### config.mk
export PLATFORM = sky130hd
export DESIGN_NAME = wb_commit_flat
export DESIGN_NICKNAME = d
export VERILOG_FILES = /design/src/rtl/wb_commit_if.sv /design/src/rtl/wb_commit.sv /design/src/flat_wrapper.sv
export SDC_FILE = /design/constraint.sdc
export NUM_CORES = 1
export LEC_CHECK = 0
export BUFFER_PORTS_ARGS = -buffer_cell sky130_fd_sc_hd__buf_2
export CAP_MARGIN = 10
export CELL_PAD_IN_SITES_DETAIL_PLACEMENT = 0
export CELL_PAD_IN_SITES_GLOBAL_PLACEMENT = 1
export CORE_UTILIZATION = 38
export CTS_BUF_LIST = sky130_fd_sc_hd__clkbuf_8
export DETAILED_ROUTE_END_ITERATION = 8
export PLACE_DENSITY_LB_ADDON = 0.08
export SLEW_MARGIN = 20
export SYNTH_ARGS = -nofsm -noshare
export SYNTH_HDL_FRONTEND = slang
export SYNTH_SLANG_ARGS = --single-unit
### constraint.sdc
create_clock -name clk -period 3.1 [get_ports clk]
set_clock_uncertainty 0.15 [all_clocks]
set_input_delay 0.155 -clock clk [delete_from_list [all_inputs] [get_ports clk]]
set_output_delay 0.155 -clock clk [all_outputs]
set_load 0.005 [all_outputs]
### src/rtl/wb_commit_if.sv
// Writeback/commit bundle: execute results, load issue, memory response and the
// register-file write port with load scoreboard status.
interface wb_commit_if;
  logic        ex_valid;
  logic [4:0]  ex_rd;
  logic [31:0] ex_data;
  logic        ex_ready;
  logic        ld_valid;
  logic [4:0]  ld_rd;
  logic [2:0]  ld_funct3;
  logic [1:0]  ld_addr_lo;
  logic        ld_ready;
  logic        mem_rvalid;
  logic [31:0] mem_rdata;
  logic        rf_we;
  logic [4:0]  rf_rd;
  logic [31:0] rf_wd;
  logic [31:0] pend;
  logic        err_orphan;

  modport master (
    output ex_valid, ex_rd, ex_data, ld_valid, ld_rd, ld_funct3, ld_addr_lo,
           mem_rvalid, mem_rdata,
    input  ex_ready, ld_ready, rf_we, rf_rd, rf_wd, pend, err_orphan
  );

  modport slave (
    input  ex_valid, ex_rd, ex_data, ld_valid, ld_rd, ld_funct3, ld_addr_lo,
           mem_rvalid, mem_rdata,
    output ex_ready, ld_ready, rf_we, rf_rd, rf_wd, pend, err_orphan
  );
endinterface

### src/rtl/wb_commit.sv
// Writeback/commit unit: sole register-file writer, merging execute results with
// in-order load responses, with a pending-load scoreboard for hazard stalls.
module wb_commit #(
  parameter int LD_DEPTH = 2
) (
  input logic        clk,
  input logic        rst_n,
  wb_commit_if.slave bus
);
  localparam int PW = (LD_DEPTH > 1) ? $clog2(LD_DEPTH) : 1;
  localparam int CW = $clog2(LD_DEPTH + 1);

  typedef logic [PW-1:0] ptr_t;

  typedef struct packed {
    logic [4:0] rd;
    logic [2:0] funct3;
    logic [1:0] addr_lo;
  } ld_entry_t;

  ld_entry_t           slot_q [LD_DEPTH];
  logic [LD_DEPTH-1:0] slot_vld_q;
  ptr_t                wr_ptr_q, rd_ptr_q;
  logic [CW-1:0]       count_q;

  logic        rf_we_q;
  logic [4:0]  rf_rd_q;
  logic [31:0] rf_wd_q;
  logic        err_orphan_q;

  logic        push, pop, orphan, ex_accept;
  logic [31:0] pend_c;
  ld_entry_t   head;

  function automatic ptr_t ptr_inc(input ptr_t p);
    return (p == ptr_t'(LD_DEPTH - 1)) ? '0 : p + ptr_t'(1);
  endfunction

  function automatic logic [31:0] align_load(input logic [2:0]  f3,
                                             input logic [1:0]  a,
                                             input logic [31:0] w);
    logic [7:0]  b;
    logic [15:0] h;
    b = 8'(w >> {a, 3'b000});
    h = a[1] ? w[31:16] : w[15:0];
    case (f3)
      3'b000:  return {{24{b[7]}}, b};
      3'b001:  return {{16{h[15]}}, h};
      3'b100:  return {24'b0, b};
      3'b101:  return {16'b0, h};
      default: return w;
    endcase
  endfunction

  // Scoreboard view comes only from registered slot state, never from this cycle's inputs.
  // NOTE: every always_comb output gets a default first so no path can infer a latch.
  always_comb begin
    pend_c = '0;
    for (int i = 0; i < LD_DEPTH; i++) begin
      if (slot_vld_q[i]) pend_c[slot_q[i].rd] = 1'b1;
    end
    pend_c[0] = 1'b0;
  end

  assign head        = slot_q[rd_ptr_q];
  assign bus.ld_ready = (count_q < CW'(LD_DEPTH));
  assign push        = bus.ld_valid && bus.ld_ready;
  assign pop         = bus.mem_rvalid && (count_q != '0);
  assign orphan      = bus.mem_rvalid && (count_q == '0);
  assign bus.ex_ready = !bus.mem_rvalid && !((bus.ex_rd != 5'd0) && pend_c[bus.ex_rd]);
  assign ex_accept   = bus.ex_valid && bus.ex_ready;

  // NOTE: sequential state uses non-blocking assignments so all flops sample together.
  always_ff @(posedge clk or negedge rst_n) begin
    if (!rst_n) begin
      wr_ptr_q   <= '0;
      rd_ptr_q   <= '0;
      count_q    <= '0;
      slot_vld_q <= '0;
    end else begin
      if (push) begin
        slot_vld_q[wr_ptr_q] <= 1'b1;
        wr_ptr_q             <= ptr_inc(wr_ptr_q);
      end
      if (pop) begin
        slot_vld_q[rd_ptr_q] <= 1'b0;
        rd_ptr_q             <= ptr_inc(rd_ptr_q);
      end
      case ({push, pop})
        2'b10:   count_q <= count_q + CW'(1);
        2'b01:   count_q <= count_q - CW'(1);
        default: count_q <= count_q;
      endcase
    end
  end

  // NOTE: slot payload is not reset; validity lives in slot_vld_q, which is.
  always_ff @(posedge clk) begin
    if (push) slot_q[wr_ptr_q] <= '{rd: bus.ld_rd, funct3: bus.ld_funct3,
                                    addr_lo: bus.ld_addr_lo};
  end

  // A load response always owns the port; execute only writes when it was accepted.
  always_ff @(posedge clk or negedge rst_n) begin
    if (!rst_n) begin
      rf_we_q      <= 1'b0;
      rf_rd_q      <= '0;
      rf_wd_q      <= '0;
      err_orphan_q <= 1'b0;
    end else begin
      rf_we_q <= 1'b0;
      if (pop) begin
        rf_we_q <= (head.rd != 5'd0);
        rf_rd_q <= head.rd;
        rf_wd_q <= align_load(head.funct3, head.addr_lo, bus.mem_rdata);
      end else if (ex_accept) begin
        rf_we_q <= (bus.ex_rd != 5'd0);
        rf_rd_q <= bus.ex_rd;
        rf_wd_q <= bus.ex_data;
      end
      if (orphan) err_orphan_q <= 1'b1;
    end
  end

  assign bus.rf_we      = rf_we_q;
  assign bus.rf_rd      = rf_rd_q;
  assign bus.rf_wd      = rf_wd_q;
  assign bus.pend       = pend_c;
  assign bus.err_orphan = err_orphan_q;
endmodule

### src/flat_wrapper.sv
// flat-port wrapper written by rule: the top's interface ports become plain ports
module wb_commit_flat 
#(
  parameter int LD_DEPTH = 2
)
  (clk, rst_n, bus_ex_valid, bus_ex_rd, bus_ex_data, bus_ld_valid, bus_ld_rd, bus_ld_funct3, bus_ld_addr_lo, bus_mem_rvalid, bus_mem_rdata, bus_ex_ready, bus_ld_ready, bus_rf_we, bus_rf_rd, bus_rf_wd, bus_pend, bus_err_orphan);
  wb_commit_if bus_i ();
  input logic clk;
  input logic rst_n;
  input wire logic [$bits(bus_i.ex_valid)-1:0] bus_ex_valid;
  input wire logic [$bits(bus_i.ex_rd)-1:0] bus_ex_rd;
  input wire logic [$bits(bus_i.ex_data)-1:0] bus_ex_data;
  input wire logic [$bits(bus_i.ld_valid)-1:0] bus_ld_valid;
  input wire logic [$bits(bus_i.ld_rd)-1:0] bus_ld_rd;
  input wire logic [$bits(bus_i.ld_funct3)-1:0] bus_ld_funct3;
  input wire logic [$bits(bus_i.ld_addr_lo)-1:0] bus_ld_addr_lo;
  input wire logic [$bits(bus_i.mem_rvalid)-1:0] bus_mem_rvalid;
  input wire logic [$bits(bus_i.mem_rdata)-1:0] bus_mem_rdata;
  output wire logic [$bits(bus_i.ex_ready)-1:0] bus_ex_ready;
  output wire logic [$bits(bus_i.ld_ready)-1:0] bus_ld_ready;
  output wire logic [$bits(bus_i.rf_we)-1:0] bus_rf_we;
  output wire logic [$bits(bus_i.rf_rd)-1:0] bus_rf_rd;
  output wire logic [$bits(bus_i.rf_wd)-1:0] bus_rf_wd;
  output wire logic [$bits(bus_i.pend)-1:0] bus_pend;
  output wire logic [$bits(bus_i.err_orphan)-1:0] bus_err_orphan;
  assign bus_i.ex_valid = bus_ex_valid;
  assign bus_i.ex_rd = bus_ex_rd;
  assign bus_i.ex_data = bus_ex_data;
  assign bus_i.ld_valid = bus_ld_valid;
  assign bus_i.ld_rd = bus_ld_rd;
  assign bus_i.ld_funct3 = bus_ld_funct3;
  assign bus_i.ld_addr_lo = bus_ld_addr_lo;
  assign bus_i.mem_rvalid = bus_mem_rvalid;
  assign bus_i.mem_rdata = bus_mem_rdata;
  assign bus_ex_ready = bus_i.ex_ready;
  assign bus_ld_ready = bus_i.ld_ready;
  assign bus_rf_we = bus_i.rf_we;
  assign bus_rf_rd = bus_i.rf_rd;
  assign bus_rf_wd = bus_i.rf_wd;
  assign bus_pend = bus_i.pend;
  assign bus_err_orphan = bus_i.err_orphan;
  wb_commit #(.LD_DEPTH(LD_DEPTH)) u_core (.clk(clk), .rst_n(rst_n), .bus(bus_i));
endmodule
# [After elaboration in Yosys (flattened, before gate mapping)]
# Memories as Yosys holds them, arrays and structs flattened.
# Cells that the tools add are included.
[word_totals] reg_bits=45 latchBits=0 ram_bits=20 romBits=0 inputBits=84 out_inout_bits=73 wordCells=79 mem_count=1
[classes] addsub=4 n_mul=0 div_mod_pow=0 order_cmp=10 n_eq_ne=5 shifts=1 mux=27 bitwise=4 n_reduce_logical=19
[memory_table] name="u_core.slot_q" words=2 width=10 read_ports=3 rd_ports_with_merged_regs=0 write_ports=1 line="wb_commit.sv:21" rtl="ld_entry_t slot_q [LD_DEPTH];"
[op_table] op="$mux W32" count=4
[op_table] op="$pmux W32 S4" count=1
[op_table] op="$or A32 B32 Y32" count=1
[op_table] op="$shr A32 B5 Y8" count=1
[op_table] op="$lt A5 B6 Y1 const B" count=3
[op_table] op="$mux W16" count=1
[op_table] op="$mux W1" count=11
[op_table] op="$demux W1 S5" count=2
[op_table] op="$ge A5 B1 Y1 const B" count=2
[op_table] op="$logic_and A1 B1 Y1" count=10
[op_table] op="$mux W5" count=2
[op_table] op="$reduce_bool A5 Y1" count=2
[op_table] op="$eq A3 B3 Y1 const B" count=2
[op_table] op="$reduce_bool A2 Y1" count=3
[op_table] op="$bmux W1 S5" count=1
[op_table] op="$lt A1 B2 Y1 const B" count=2
[op_table] op="$mux W2" count=2
[op_table] op="$pmux W2 S2" count=1
[op_table] op="$eq A3 B1 Y1 const B" count=1
[op_table] op="$logic_not A3 Y1" count=1
[op_table] op="$add A1 B1 Y1 const B" count=2
[op_table] op="$add A2 B1 Y2 const B" count=1
[op_table] op="$and A2 B2 Y2" count=1
[op_table] op="$demux W1 S1" count=2
[op_table] op="9 further kinds" count=11

# [Depth between registers and ports, before layout]
# An unclocked memory read counts as a cell.
[depth] depth_word=16 mapped_depth=11 mapped_depth_nobuf=7

# [Worst setup path before layout]
# No wires, ideal clock.
[synth_timing] path_type="reg2reg" from="memory u_core.slot_q[1][6] in the netlist's numbering" to="register u_core.rf_wd_q[22] (netlist: u_core.bus.rf_wd[22])" setup_ps=126 arrival_time_ps=2403 required_time_ps=2824 slack_ps=420 stages_incl_launch_ff=10 path_buffers=2 period_less_slack_ps=2680 path_cell_list="edfxtp_1 > buf_2 > or4b_1 > o22ai_1 > a21oi_1 > a21oi_2 > a2111o_1 > nor2_4 > buf_2 > a221o_1"
[synth_lines] item="from (decl)" line="wb_commit.sv:21"
[synth_lines] item="to (signal assigned)" line="wb_commit.sv:115" rtl="rf_wd_q <= align_load(head.funct3, head.addr_lo, bus.mem_rdata);"
[synth_lines] item="to (signal assigned)" line="wb_commit.sv:119" rtl="rf_wd_q <= bus.ex_data;"
[synth_lines] item="to (decl)" line="wb_commit.sv:28" rtl="logic [31:0] rf_wd_q;"

==> flow_summary_export.csv <==
group,metric,value,unit
clock_network,clk_transition_reported_paths,80,ps
sta,layout_worst_path_cycle_share,97.8,%
sta,period_minus_slack,3030,ps
synthesis,syn-num-nets,506,
place,place_worst_setup_slack,132,ps
setup_path,r2r_slack,70,ps
final_layout,n_fill_cell,982,
setup_path,cp.required,3230,ps
setup_path,rr_startpoint,"u_core.slot_q[0][7]$_DFFE_PP_",
global_route,grt.total_usage,24.9,%
final_layout,flow.area_growth_from_synthesis,38.6,%
final_layout,finalNetCount,695,
place,numPlacedInstances,690,
final_layout,drive_gt1_share,34.1,%
final_layout,utilization,54.6,%
synthesis,synth_top_flop_cell,"sky130_fd_sc_hd__dfrtp_1",
clock_network,cts_tree,"done",
synthesis,synthDominantCellAreaShare,27.4,%
power_and_ir_drop,irDropWorstVdd,0.425,mV
clock_network,clock_tree.htree_level_count,3,
power_and_ir_drop,power.leakage,2.47,nW
setup_path,end_kind,"flop",
final_layout,final_cells,751,
floorplanning,die-height,106,um
setup_path,cp_slowest_cell,"sky130_fd_sc_hd__a21oi_2",
hold_path,worstHoldPathType,"in2reg",
global_route,antenna_found_initial,0,
clock_network,post-cts-setup-buffer-count,0,
setup_path,cp_top_family,"compound AO/OA/AOI/OAI gates",
clock_network,clock_tree.root_cell,"sky130_fd_sc_hd__clkbuf_8",
clock_network,insertion_delay,340,ps
final_layout,antenna_cells,0,
synthesis,synth_area_leader_cell,"sky130_fd_sc_hd__dfrtp_1",
sta,final_worst_setup_slack,68.8,ps
setup_path,worst_endpoint_data_arrival_time,3160,ps
global_route,via_count_of_the_first_global_routing_pass,4038,
routing,drc,0,
floorplanning,core.rowCount,37,
sta,whs,23.3,ps
synthesis,synthArstFlopShare,69.2,%
sta,unrepaired_setup_endpoints_after_global_routing,"true",
routing,post_detailed_route_count_of_antenna_violating_nets,0,
floorplanning,core_region_area,10400,sq um
setup_path,crit_path_start,"u_core.slot_q[0][7]$_DFFE_PP_",
clock_network,cts.sink_count,65,
sta,clock.fmax,330,MHz
routing,detail_route.wl_per_cell,18.9,um
place,place_congestion,0.888,
hold_path,launch_point_of_the_worst_hold_path,"bus_mem_rdata[7]",
setup_path,worst-path-max-fanout,17,
synthesis,yosys.cell_types.count,60,
clock_network,number_of_buffers_created_by_cts,9,
place,dpl.hpwl,10.2,mm
floorplanning,die_area,11200,sq um
routing,via_count,4341,
run_status,outcome,"finished clean",
sta,max-slew-margin-rel,39.7,%
sta,tightestPinTransition,901,ps
synthesis,post_synth_inst_count,421,
synthesis,synth.top_cells.by_area,"sky130_fd_sc_hd__dfrtp_1, sky130_fd_sc_hd__edfxtp_1, sky130_fd_sc_hd__o22ai_1",
synthesis,synth.cell_area,4110,sq um
final_layout,multi_input_comb_area,2180,sq um
place,port_buffers,155,
routing,viasPerCell,5.78,
setup_path,timing_worst_setup_path_type,"reg2reg",
floorplanning,initial_utilization,39.4,%
final_layout,layout.cells.most_common_list,"sky130_fd_sc_hd__buf_2, sky130_fd_sc_hd__dlygate4sd3_1, sky130_fd_sc_hd__dfrtp_1",
setup_path,critPathMaxStageDelay,650,ps
global_route,grt_start_max_net_pins,53,
power_and_ir_drop,pwr_density_cell,717,nW/um^2
floorplanning,floorplan.die.width,106,um
final_layout,sequential_cell_area,1730,sq um
final_layout,mostFrequentLayoutCell,"sky130_fd_sc_hd__buf_2",
power_and_ir_drop,total_power,4.08,mW
setup_path,crit_buf_inv,0,
routing,drt_pass1_iterations,5,
clock_network,clockBufferDepth,2,
synthesis,yosys_register_bits,65,
setup_path,startpoint_type,"flop",
floorplanning,floorplan.io_pins,157,
sta,setup_viols_final,0,
routing,detailedRoute.firstIterationViolations,306,
global_route,grt_pass1_wl,21.6,mm
synthesis,count_of_flip_flops_with_a_built_in_enable_after_synthesis,20,
synthesis,syn_avg_cell_area,9.75,sq um
routing,detail_route.wirelength,14.2,mm
sta,hold_viol,0,
job,max_cap_viols,0,
global_route,globalRouteOverflowTotal,0,
setup_path,timing.critical_path.cells,"or4b_1, o22ai_1, o211ai_1, a21oi_2, a2111oi_4, a21oi_2, a221o_1",
sta,timing_max_transition_violations_final,0,
synthesis,count_of_yosys_warnings_during_synthesis,0,
setup_path,timing.critical_path.mode_cell,"sky130_fd_sc_hd__a21oi_2",
synthesis,synth_sequential_area_ratio,42.0,%
## stage by stage
stage | area, sq um | setup TNS [ps]
after floorplan | 4110 | 0
after global placement | 5010 | 0
after detailed placement | 5010 | 0
after CTS | 5680 | 0
after global routing | 5690 | -1040
final | 5690 | 0
## worst reg2reg max path, stage by stage, from the launching register on
cell,delay [ps]
sky130_fd_sc_hd__edfxtp_1,510
sky130_fd_sc_hd__or4b_1,640
sky130_fd_sc_hd__o22ai_1,250
sky130_fd_sc_hd__o211ai_1,130
sky130_fd_sc_hd__a21oi_2,250
sky130_fd_sc_hd__a2111oi_4,120
sky130_fd_sc_hd__a21oi_2,650
sky130_fd_sc_hd__a221o_1,280
## cells in the mapped netlist, drive strengths merged (3+ instances only)
cell / n
xnor2: 6
o21ai: 17
clkbuf: 19
a221oi: 9
a22oi: 4
o22a: 8
dfrtp: 45
nand2b: 4
nor3: 9
o22ai: 38
nand4bb: 7
edfxtp: 20
a31oi: 4
nand2: 35
a221o: 17
nand4b: 6
mux2: 10
a32oi: 7
o211ai: 4
nand3: 11
nor2: 21
a21oi: 31
buf: 20
or2: 4
o221ai: 8
mux2i: 8
nand4: 3
a211o: 8
inv: 8
## where the power goes
part	switching (mW)	leakage, nW	internal (mW)	total (mW)
Clock	0.366	0.107	0.453	0.819
Combinational	0.950	1.64	0.836	1.79
Sequential	0.252	0.722	1.23	1.48
## state kept, by name, indices dropped and copies added (netlist names)
signal,flops
u_core.bus.err_orphan,1
u_core.bus.rf_rd,5
u_core.bus.rf_wd,32
u_core.bus.rf_we,1
u_core.count_q,2
u_core.rd_ptr_q,1
u_core.slot_q,20
u_core.slot_vld_q,2
u_core.wr_ptr_q,1
## per-layer routing
metal  up-vias  share of wire, %  global-route usage (%)
met5         -                 0                       0
met4         0               1.1                    5.26
met3        15               7.6                    5.89
met2       209                45                    38.0
met1      2057                46                    35.9
li1       2060                 -                       -
## cells by family after synthesis
logic type	after synthesis	share of synthesized area (%)
buffers and inverters	47	5.55
flip-flops	65	42.0
adder cells (fa/ha/maj)	1	0.305
multiplexers	19	5.24
other	1	0.0913
XOR/XNOR	7	1.49
AO/OA/AOI/OAI	174	31.0
AND/OR/NAND/NOR	107	14.3
## repair_timing
item | CTS | global route
resized for setup | 0 | 2
endpoints found under the hold margin | 99 | 0
endpoints found under the setup margin | 0 | 18
hold buffers | 45 | 0
## cell type report
| class | count | share of cell area (%) |
|---|---|---|
| multi-input combinational | 309 | 38.2 |
| inverter | 8 | 0.528 |
| tap | 136 | 2.99 |
| sequential | 65 | 30.3 |
| clock inverter | 7 | 1.69 |
| clock buffer | 9 | 2.18 |
| timing repair buffer | 217 | 24.0 |
## final timing paths
kind                                                endpoint  depth (start not counted)
setup / recovery            u_core.bus.rf_wd[22]$_DFFE_PN0P_                          7
hold / removal               u_core.bus.rf_wd[7]$_DFFE_PN0P_                          3
setup reg to reg            u_core.bus.rf_wd[22]$_DFFE_PN0P_                          7
hold reg to reg            u_core.bus.err_orphan$_DFFE_PN0P_                          1
max in group asynchronous     u_core.slot_vld_q[0]$_DFF_PN0_                          2
min in group asynchronous         u_core.bus.rf_we$_DFF_PN0_                          2
Note: power is estimated with default switching activity, not from simulation.
